`src/rtl/cpu_port_pkg.sv`:
```
// Shared types and widths for the CME341 stimulus/response port.
// The stimulus FSM enum and the capture-entry layout live here.
package cpu_port_pkg;

   typedef enum logic [0:0] {
      IDLE = 1'b0,
      HOLD = 1'b1
   } stim_state_e;

   localparam int NIB_W = 4;
   localparam int TS_W  = 8;
   localparam int CAP_W = TS_W + NIB_W;

endpackage

```
`src/rtl/cpu_port_stimulator_sync_fifo.sv`:
```
// Small first-word-fall-through FIFO with full/empty flags.
// A push into a full FIFO is accepted when a pop happens in the same cycle.
module sync_fifo #(
   parameter int WIDTH = 4,
   parameter int DEPTH = 4
) (
   input  logic             clk,
   input  logic             reset,
   input  logic             push,
   input  logic [WIDTH-1:0] push_data,
   input  logic             pop,
   output logic [WIDTH-1:0] head,
   output logic             full,
   output logic             empty
);

   localparam int AW = (DEPTH > 1) ? $clog2(DEPTH) : 1;

   logic [WIDTH-1:0] mem_q [DEPTH];
   logic [WIDTH-1:0] mem_d [DEPTH];
   logic [AW-1:0]    wr_ptr_q, wr_ptr_d;
   logic [AW-1:0]    rd_ptr_q, rd_ptr_d;
   logic [AW:0]      count_q, count_d;
   logic             do_push_s;
   logic             do_pop_s;

   assign full      = (count_q == (AW+1)'(DEPTH));
   assign empty     = (count_q == {(AW+1){1'b0}});
   assign do_pop_s  = pop & ~empty;
   assign do_push_s = push & (~full | do_pop_s);
   assign head      = mem_q[rd_ptr_q];

   // Next pointer, count and storage contents
   always_comb begin
      mem_d    = mem_q;
      wr_ptr_d = wr_ptr_q;
      rd_ptr_d = rd_ptr_q;
      if (do_push_s) begin
         mem_d[wr_ptr_q] = push_data;
         wr_ptr_d        = wr_ptr_q + AW'(1);
      end else begin
         wr_ptr_d = wr_ptr_q;
      end
      if (do_pop_s) begin
         rd_ptr_d = rd_ptr_q + AW'(1);
      end else begin
         rd_ptr_d = rd_ptr_q;
      end
      case ({do_push_s, do_pop_s})
         2'b10:   count_d = count_q + (AW+1)'(1);
         2'b01:   count_d = count_q - (AW+1)'(1);
         default: count_d = count_q;
      endcase
   end

   // Pointer and occupancy registers
   always_ff @(posedge clk) begin
      if (reset) begin
         wr_ptr_q <= {AW{1'b0}};
         rd_ptr_q <= {AW{1'b0}};
         count_q  <= {(AW+1){1'b0}};
      end else begin
         wr_ptr_q <= wr_ptr_d;
         rd_ptr_q <= rd_ptr_d;
         count_q  <= count_d;
      end
   end

   // Storage array; stale contents are harmless since empty gates the head
   always_ff @(posedge clk) begin
      mem_q <= mem_d;
   end

endmodule

```
`src/rtl/cpu_port_stimulator.sv`:
```
// Scripted I/O port for the CME341 processor: replays host nibbles on i_pins
// with a fixed hold time and logs timestamped o_reg changes for the host.
module cpu_port_stimulator
   import cpu_port_pkg::*;
#(
   parameter int HOLD_CYCLES = 16,
   parameter int DEPTH       = 4
) (
   input  logic             clk,
   input  logic             reset,
   input  logic [NIB_W-1:0] in_data,
   input  logic             in_valid,
   output logic             in_ready,
   output logic [NIB_W-1:0] i_pins,
   input  logic [NIB_W-1:0] o_reg,
   output logic [CAP_W-1:0] out_data,
   output logic             out_valid,
   input  logic             out_ready,
   output logic             overflow,
   output logic             busy
);

   localparam logic [7:0] HOLD_RELOAD = 8'(HOLD_CYCLES - 1);

   stim_state_e      state_q, state_d;
   logic [7:0]       hold_cnt_q, hold_cnt_d;
   logic [NIB_W-1:0] i_pins_q, i_pins_d;
   logic [TS_W-1:0]  ts_q, ts_d;
   logic [NIB_W-1:0] o_reg_q, o_reg_d;
   logic             overflow_q, overflow_d;

   logic             stim_push_s, stim_pop_s, stim_full_s, stim_empty_s;
   logic [NIB_W-1:0] stim_head_s;
   logic             cap_push_s, cap_full_s, cap_empty_s;
   logic [CAP_W-1:0] cap_head_s;

   assign stim_push_s = in_valid & ~stim_full_s;
   assign cap_push_s  = (o_reg != o_reg_q);

   sync_fifo #(.WIDTH(NIB_W), .DEPTH(DEPTH)) u_stim_fifo (
      .clk       (clk),
      .reset     (reset),
      .push      (stim_push_s),
      .push_data (in_data),
      .pop       (stim_pop_s),
      .head      (stim_head_s),
      .full      (stim_full_s),
      .empty     (stim_empty_s)
   );

   sync_fifo #(.WIDTH(CAP_W), .DEPTH(DEPTH)) u_cap_fifo (
      .clk       (clk),
      .reset     (reset),
      .push      (cap_push_s),
      .push_data ({ts_q, o_reg}),
      .pop       (out_ready),
      .head      (cap_head_s),
      .full      (cap_full_s),
      .empty     (cap_empty_s)
   );

   // Stimulus FSM state register
   always_ff @(posedge clk) begin
      if (reset) begin
         state_q <= IDLE;
      end else begin
         state_q <= state_d;
      end
   end

   // Stimulus FSM next state: leave HOLD only when the hold expires with nothing queued
   always_comb begin
      state_d = state_q;
      case (state_q)
         IDLE: begin
            if (!stim_empty_s) state_d = HOLD;
            else               state_d = IDLE;
         end
         HOLD: begin
            if ((hold_cnt_q == 8'd0) && stim_empty_s) state_d = IDLE;
            else                                      state_d = HOLD;
         end
         default: state_d = IDLE;
      endcase
   end

   // Stimulus FSM outputs: pop, pin drive and hold counter
   always_comb begin
      stim_pop_s = 1'b0;
      i_pins_d   = i_pins_q;
      hold_cnt_d = hold_cnt_q;
      case (state_q)
         IDLE: begin
            if (!stim_empty_s) begin
               stim_pop_s = 1'b1;
               i_pins_d   = stim_head_s;
               hold_cnt_d = HOLD_RELOAD;
            end else begin
               hold_cnt_d = hold_cnt_q;
            end
         end
         HOLD: begin
            if (hold_cnt_q != 8'd0) begin
               hold_cnt_d = hold_cnt_q - 8'd1;
            end else if (!stim_empty_s) begin
               stim_pop_s = 1'b1;
               i_pins_d   = stim_head_s;
               hold_cnt_d = HOLD_RELOAD;
            end else begin
               hold_cnt_d = hold_cnt_q;
            end
         end
         default: begin
            stim_pop_s = 1'b0;
            hold_cnt_d = 8'd0;
         end
      endcase
   end

   // Timestamp, change-detect sample and sticky drop flag
   always_comb begin
      ts_d       = ts_q + 8'd1;
      o_reg_d    = o_reg;
      overflow_d = overflow_q | (cap_push_s & cap_full_s & ~out_ready);
   end

   // Datapath registers
   always_ff @(posedge clk) begin
      if (reset) begin
         hold_cnt_q <= 8'd0;
         i_pins_q   <= {NIB_W{1'b0}};
         ts_q       <= {TS_W{1'b0}};
         o_reg_q    <= {NIB_W{1'b0}};
         overflow_q <= 1'b0;
      end else begin
         hold_cnt_q <= hold_cnt_d;
         i_pins_q   <= i_pins_d;
         ts_q       <= ts_d;
         o_reg_q    <= o_reg_d;
         overflow_q <= overflow_d;
      end
   end

   assign in_ready  = ~stim_full_s;
   assign i_pins    = i_pins_q;
   assign out_valid = ~cap_empty_s;
   assign out_data  = cap_empty_s ? {CAP_W{1'b0}} : cap_head_s;
   assign overflow  = overflow_q;
   assign busy      = (state_q == HOLD) | ~stim_empty_s;

endmodule

```
`config.mk`:
```
export PLATFORM = sky130hd
export DESIGN_NAME = cpu_port_stimulator
export DESIGN_NICKNAME = d
export VERILOG_FILES = /design/src/rtl/cpu_port_pkg.sv /design/src/rtl/cpu_port_stimulator_sync_fifo.sv /design/src/rtl/cpu_port_stimulator.sv
export SDC_FILE = /design/constraint.sdc
export NUM_CORES = 1
export LEC_CHECK = 0
export CAP_MARGIN = 20
export CELL_PAD_IN_SITES_DETAIL_PLACEMENT = 1
export CELL_PAD_IN_SITES_GLOBAL_PLACEMENT = 1
export CORE_MARGIN = 2
export CORE_UTILIZATION = 35
export CTS_BUF_LIST = sky130_fd_sc_hd__clkbuf_4 sky130_fd_sc_hd__clkbuf_8
export DETAILED_ROUTE_END_ITERATION = 12
export PLACE_DENSITY_LB_ADDON = 0.1
export SLEW_MARGIN = 20
export SYNTH_ARGS = -nofsm -noshare
export SYNTH_HDL_FRONTEND = slang
export SYNTH_SLANG_ARGS = --single-unit
```
`constraint.sdc`:
```
create_clock -name clk -period 3.91 [get_ports clk]
set_input_delay 0.782 -clock clk [delete_from_list [all_inputs] [get_ports clk]]
set_output_delay 0.782 -clock clk [all_outputs]
set_load 0.03 [all_outputs]
```
## Yosys cells after proc, flatten, opt, wreduce, memory -nomap -nowiden

Index checks and enable logic that the tools add are counted.

| operators by class | value |
|---|---|
| $add $sub $neg | 10 |
| order comparisons | 6 |
| eq/ne operators | 8 |
| muxes and demuxes | 26 |
| bitwise gates (word level) | 21 |
| reductions and logical operators | 9 |

Operators with widths:

| cell | count |
|---|---|
| 48-bit bitwise mux | 1 |
| 12-bit 2-to-1 mux | 4 |
| 12-bit binary-select mux with 2-bit select | 1 |
| 12-bit demux with 2-bit select | 1 |
| 4-bit 2-to-1 mux | 5 |
| 16-bit bitwise mux | 1 |
| 8-bit 2-to-1 mux | 2 |
| 8-bit one-hot mux with 2 select lines | 1 |
| 3-bit >= comparator, second input constant | 4 |
| 2-bit NOT with 3-bit output | 4 |
| 3-bit one-hot mux with 2 select lines | 2 |
| 2-bit by 1-bit adder with 2-bit output, second input constant | 4 |
| 8-bit by 1-bit adder with 8-bit output, second input constant | 1 |
| 4-bit binary-select mux with 2-bit select | 1 |
| 4-bit demux with 2-bit select | 1 |
| 8-bit zero test | 1 |
| 4-bit one-hot mux with 2 select lines | 1 |
| 8-bit nonzero test | 1 |
| 8-bit by 1-bit subtractor with 8-bit output, second input constant | 1 |
| 1-bit AND | 7 |
| 3-bit by 1-bit adder with 3-bit output, second input constant | 2 |
| 3-bit equality test, second input constant | 2 |
| 3-bit zero test | 2 |
| 3-bit by 1-bit < comparator with 1-bit output, second input constant | 2 |
| other kinds (11) | 28 |

| word-level totals | value |
|---|---|
| flip-flop bits (word level) | 104 |
| output and inout bits | 20 |

## Logic depth before layout (Yosys ltp)

| logic depth | value |
|---|---|
| word-level depth | 9 |
| mapped depth | 11 |
| gate-level depth less buffers | 11 |

## By module

From an unflattened synthesis, not the netlist that was laid out.

| unflattened totals | value |
|---|---|
| cell total of the unflattened synthesis | 324 |
| area total of the unflattened synthesis | 4491.8 um^2 |

By module, submodules not included:

| module | times used | cells each | area each (um^2) | seq. area each (um^2) |
|---|---|---|---|---|
| sync_fifo (u_cap_fifo) | 1 | 114 | 2215.9 | 1581.5 |
| cpu_port_stimulator | 1 | 138 | 1248.7 | 520.5 |
| sync_fifo (u_stim_fifo) | 1 | 72 | 1027.2 | 620.6 |

## Worst setup path after synthesis

OpenSTA, ideal clock, no wires.

| timing | value |
|---|---|
| kind | register to register |
| from | reg hold_cnt_q[0] |
| to | reg u_stim_fifo.count_q[2] |
| setup time | 70 ps |
| arrival time | 2540 ps |
| data required time | 3840 ps |
| slack | 1299 ps |
| cell stages (with the launch flop) | 12 |
| path buffers | 0 |
| cells stage by stage | dfxtp_1 > inv_1 > ha_1 > or4b_4 > o21a_1 > nor2_1 > ha_1 > inv_1 > fa_1 > xor2_1 > or3_1 > a21oi_1 |

| on the way | value |
|---|---|
| longest elaborated chain between the ends | 8 |

RTL lines:

| element | RTL line | source |
|---|---|---|
| from (decl) | cpu_port_stimulator.sv:26 | `logic [7:0] hold_cnt_q, hold_cnt_d;` |
| from (signal assigned) | cpu_port_stimulator.sv:136 | `hold_cnt_q <= hold_cnt_d;` |
| 8-bit nonzero test (*) | cpu_port_stimulator.sv:103 | `if (hold_cnt_q != 8'd0) begin` |
| 1-bit 2-to-1 mux (*) | cpu_port_stimulator.sv:103 |  |
| 1-bit one-hot mux with 2 select lines (*) | cpu_port_stimulator.sv:92 | `case (state_q)` |
| 1-bit AND (*) | cpu_port_stimulator_sync_fifo.sv:29 | `assign do_pop_s = pop & ~empty;` |
| named net u_stim_fifo.do_pop_s | cpu_port_stimulator_sync_fifo.sv:25 | `logic do_pop_s;` |
| 1-bit OR | cpu_port_stimulator_sync_fifo.sv:30 | `assign do_push_s = push & (~full \| do_pop_s);` |
| 1-bit AND | cpu_port_stimulator_sync_fifo.sv:30 |  |
| 2-bit by 1-bit equality test with 1-bit output or 2-bit equality test (tied branches) | cpu_port_stimulator_sync_fifo.sv:49 | `case ({do_push_s, do_pop_s})` |
| 3-bit one-hot mux with 2 select lines or 2-bit nonzero test (tied branches) | -- |  |
| to (signal assigned) | cpu_port_stimulator_sync_fifo.sv:61 | `count_q <= {(AW+1){1'b0}};` |
| to (signal assigned) | cpu_port_stimulator_sync_fifo.sv:65 | `count_q <= count_d;` |
| to (decl) | cpu_port_stimulator_sync_fifo.sv:23 | `logic [AW:0] count_q, count_d;` |

Mark *: on every way through the listed nets, which the timed path passes. The rest lies on a longest branch.
A chain may end at the register's enable or synchronous reset.

## Worst setup path after layout

| timing | value |
|---|---|
| from | reg u_cap_fifo.rd_ptr_q[1] |
| to | out out_data[6] |

| on the way | value |
|---|---|
| longest elaborated chain between the ends | 5 |

RTL lines:

| element | RTL line | source |
|---|---|---|
| from (decl) | cpu_port_stimulator_sync_fifo.sv:22 | `logic [AW-1:0] rd_ptr_q, rd_ptr_d;` |
| from (signal assigned) | cpu_port_stimulator_sync_fifo.sv:60 | `rd_ptr_q <= {AW{1'b0}};` |
| from (signal assigned) | cpu_port_stimulator_sync_fifo.sv:64 | `rd_ptr_q <= rd_ptr_d;` |
| 2-bit NOT with 3-bit output (implied by the code) | cpu_port_stimulator_sync_fifo.sv:31 | `assign head = mem_q[rd_ptr_q];` |
| 12-bit binary-select mux with 2-bit select | cpu_port_stimulator_sync_fifo.sv:31 |  |
| 12-bit 2-to-1 mux (implied by the code) (2 in a row) | cpu_port_stimulator_sync_fifo.sv:31 |  |
| 12-bit 2-to-1 mux | cpu_port_stimulator.sv:147 | `assign out_data = cap_empty_s ? {CAP_W{1'b0}} : cap_head_s;` |
| to (decl) | cpu_port_stimulator.sv:16 | `output logic [CAP_W-1:0] out_data,` |

Every way passes these cells. The select of a mux whose other input is x is not followed.

==> results by stage <==
Yosys:
- The share of the Yosys chip area taken by registers is 0.634.
- The unique cell type count in the Yosys netlist is 37.
- Of the total synthesized cell area, the portion taken by AND, OR, NAND and NOR gates is 0.116.
- Counting flops and latches in the post-synthesis netlist gives 104.
- The xor/xnor share of the synthesized area is 0.0367.
- The average cell area after synthesis is 13.8 sq um.
- The total standard cell area after synthesis is 0.00430 sq mm.
- Of the total synthesized cell area, the portion taken by full adders, half adders and majority gates is 0.0472.
- Measured against the total synthesized area, the mux share comes to 0.0909.
- The warning count from the yosys run is 0.
- The synthesized design contains 64 enable-type register cells.
- The net count of the mapped netlist is 339.
- Synthesis produced a netlist whose cell count is 312.
- The primary flip-flop cell chosen by synthesis mapping is edfxtp_1.
- The compound-cell area share of the yosys netlist is 0.0507.
- The share of synthesized flip-flops with an asynchronous set or reset is 0.
- By area, the combinational part of the netlist is dominated by simple AND/OR/NAND/NOR gates.

Power and ir drop:
- The highest ir drop seen on vdd is 0.237 mV.
- The power density over the cells is 720 mW/mm^2.
- Power comes to 3580 uW.
- Summed over all cells, the static leakage comes to 0.00176 uW.

Timing:
- The period utilization is 0.799.
- The top achievable clock speed is 320 MHz.
- Setup repair after global routing left no endpoint under its margin.
- The final setup violation count is 0.
- In this run the tightest slew margin relative to its limit is 0.514.
- The clock period could shrink to 3120 ps.
- Between clock sinks in the finished design, the worst skew comes to 10.9 ps.
- The final-report max-slew violation count was 0.
- After routing, the total negative slack on setup checks comes to 0 ps.
- The final hold violation count is 0.
- The transition at the pin with the smallest max-transition slack is 729 ps.

Critical path:
- The origin of the critical flop-to-flop path is hold_cnt_q[0]$_SDFF_PP0_.
- The worst setup path is of the flip-flop to primary output kind.
- The highest fanout seen on the critical path is 13.
- The timing startpoint of the critical path is u_cap_fifo.rd_ptr_q[1]$_SDFFE_PP0P_.
- For the worst setup path, the data arrival time is 2340 ps.
- The startpoint type of the worst setup path is a flip-flop.
- The worst-case register-to-register setup slack is 830 ps.
- The worst register-to-register path ends at u_stim_fifo.count_q[2]$_SDFFE_PP0P_.
- The worst setup path is captured at a primary output.
- The worst path required time is 3130 ps.
- The number of cells on the worst reg-to-reg path is 11.
- The capturing element of the worst setup path is out_data[6].

Route:
- The detailed router finished its first iteration with 103 violations.
- After detailed routing, the number of remaining DRC violations is 0.
- The detail-routed net length per standard cell is 16.3 microns.
- Summing over every cut layer, the via total after detailed routing is 2444.
- Dividing the detail-routed via count by the number of cells gives 4.91.
- The count of TritonRoute iterations in the first routing pass is 4.
- The final wirelength is 8130 microns.
- The remaining antenna violation count after routing is 0.

Global routing:
- The number of antenna violations at the first check in global routing is 0.
- The first global-routing pass estimated 13500 microns of wire.
- The residual overflow from global routing is 0.
- The pin count of the biggest net entering global routing is 38.
- The overall routing resource usage is 0.135.
- The number of global-route vias before repair is 2599.

CTS:
- In this run, CTS created clock tree buffers numbering 9.
- In this run the clock root is driven by a clkbuf_8.
- The number of gates given a new drive strength after cts is 0.
- The clock-pin transition on the worst setup and hold timing paths is 90 ps.
- Counting every sink on the clock net gives 104.
- The clock reaches the later pin of the worst-skew pair after 360 ps.
- Once the clock tree was built, the setup fixing pass inserted 0 buffers.
- The hold buffer count at cts is 0.
- The clock passes through at most 2 buffers.
- The H-tree generated during clock tree synthesis spans 3 levels.
- TritonCTS built the clock tree.

Finish:
- At the end of the flow, the number of nets in the layout was 373.
- Compared with the post-synthesis result, the final layout area differs by 15.9%.
- At the end of the flow the core is filled with cells to 0.414.
- Summing all multi-input logic gate instances after layout gives 0.00147 sq mm.
- The library cells used most frequently in the layout, excluding fill and tap cells, are edfxtp_1 (64), dfxtp_1 (40), clkdlybuf4s50_1 (31).
- The layout cell share with drive strength beyond 1 is 0.111.
- The finished layout holds 498 standard cells, fillers aside.
- The number of antenna cells inserted is 0.
- The layout filler cell count is 1259.
- The most frequent standard cell in the layout excluding fill and tap cells is edfxtp_1.
- The sequential cell area is 0.00272 sq mm.

Place:
- The count of port buffers added during placement is 31.
- In this run, placement finished with an instance count of 482.
- Routability-driven placement finished with a final weighted congestion of 0.704.
- Summed over all nets, the half-perimeter wirelength after detailed placement is 5480 microns.

Floorplan:
- The core region is 0.0120 sq mm.
- During I/O placement, the number of pins put on the boundary was 32.
- The placement row count is 40.
- For this configuration, the core starts out at a cell density of 0.358.
- The die covers 0.0132 sq mm.
- Measured along the x axis, the die boundary spans 115 microns.
- The die is 115 microns tall.

Worst hold path:
- The worst hold path belongs to the class flip-flop to flip-flop.

Job:
- The tool flagged a number of max-cap violations equal to 0.

Status:
- The flow ran to the end, and the final reports show no timing, DRC or antenna violations.
sequential cells by signal (all words and copies together) (netlist names):
| register | cells |
|---|---|
| hold_cnt_q | 8 |
| u_cap_fifo.mem_q | 48 |
| i_pins | 4 |
| o_reg_q | 4 |
| u_stim_fifo.rd_ptr_q | 2 |
| u_stim_fifo.mem_q | 16 |
| ts_q | 8 |
| u_stim_fifo.wr_ptr_q | 2 |
| overflow | 1 |
| u_cap_fifo.rd_ptr_q | 2 |
| u_stim_fifo.count_q | 3 |
| u_cap_fifo.wr_ptr_q | 2 |
| u_cap_fifo.count_q | 3 |
| state_q | 1 |
Yosys cell counts (3+ instances only):
| master | number | share of area |
|---|---|---|
| a21oi_1 | 15 | 0.017 |
| and2_1 | 19 | 0.028 |
| and3_1 | 6 | 0.0087 |
| buf_1 | 3 | 0.0026 |
| clkbuf_1 | 8 | 0.0070 |
| dfxtp_1 | 40 | 0.19 |
| edfxtp_1 | 64 | 0.45 |
| ha_1 | 13 | 0.038 |
| inv_1 | 16 | 0.014 |
| mux2i_1 | 3 | 0.0070 |
| mux4_2 | 16 | 0.084 |
| nand3_1 | 11 | 0.013 |
| nor2_1 | 27 | 0.024 |
| nor2b_1 | 5 | 0.0073 |
| nor3_1 | 8 | 0.0093 |
| o21ai_0 | 7 | 0.0082 |
| o31ai_1 | 3 | 0.0052 |
| or3_1 | 5 | 0.0073 |
| xnor2_1 | 9 | 0.018 |
| xor2_1 | 9 | 0.018 |
report_power, final:
part	internal (uW)	switching (uW)
Clock	336	356
Sequential	1380	146
Combinational	600	763
Total	2320	1270
layer usage:
layer  global-route usage  vias to the layer above  share of wire
li1                     -                     1196              -
met1                0.172                     1198           0.46
met2                0.224                       37           0.49
met3               0.0264                       13          0.029
met4               0.0627                        0          0.020
met5                    0                        -              0
kinds of logic after synthesis:
| kind of cell | Yosys count |
|---|---|
| and+or+nand+nor | 92 |
| DFF | 104 |
| buffers and inverters | 28 |
| adders and majority gates | 15 |
| muxes | 19 |
| AOI/OAI and AO/OA | 36 |
| xor gates and xnor gates | 18 |
worst min path at each step:
stage	startpoint	endpoint	slack, ps	cells after the start
after floorplan	ts_q[0]$_SDFF_PP0_	ts_q[0]$_SDFF_PP0_	450	1
after global placement	i_pins[3]$_SDFFE_PP0P_	i_pins[3]$_SDFFE_PP0P_	470	2
after detailed placement	i_pins[3]$_SDFFE_PP0P_	i_pins[3]$_SDFFE_PP0P_	480	2
after CTS	i_pins[3]$_SDFFE_PP0P_	i_pins[3]$_SDFFE_PP0P_	500	2
after global routing	i_pins[0]$_SDFFE_PP0P_	i_pins[0]$_SDFFE_PP0P_	540	2
final	i_pins[3]$_SDFFE_PP0P_	i_pins[3]$_SDFFE_PP0P_	490	2
metrics by stage:
| step | hold WS [ps] | worst slack [ps] | instance area [sq um] |
|---|---|---|---|
| after CTS | 498 | 722 | 4980 |
| final | 491 | 787 | 4980 |
| after floorplan | 449 | 1300 | 4300 |
| after global routing | 542 | 597 | 4980 |
| after global placement | 472 | 644 | 4770 |
| after detailed placement | 482 | 561 | 4770 |
worst max-delay path: stages, from the launching register on:
cell	delay [ps]
dfxtp_1	800
mux4_2	420
and2_1	170
clkdlybuf4s50_1	580
final cells by class:
class                   instances  area share
flip-flops and latches        104       0.547
multi-input cells             180       0.295
inverters                      16      0.0121
well taps                     147      0.0369
repair buffers                 35      0.0684
clock inverters                 3     0.00880
clock buffers                  13      0.0322
(Power assumes the default switching activity.)
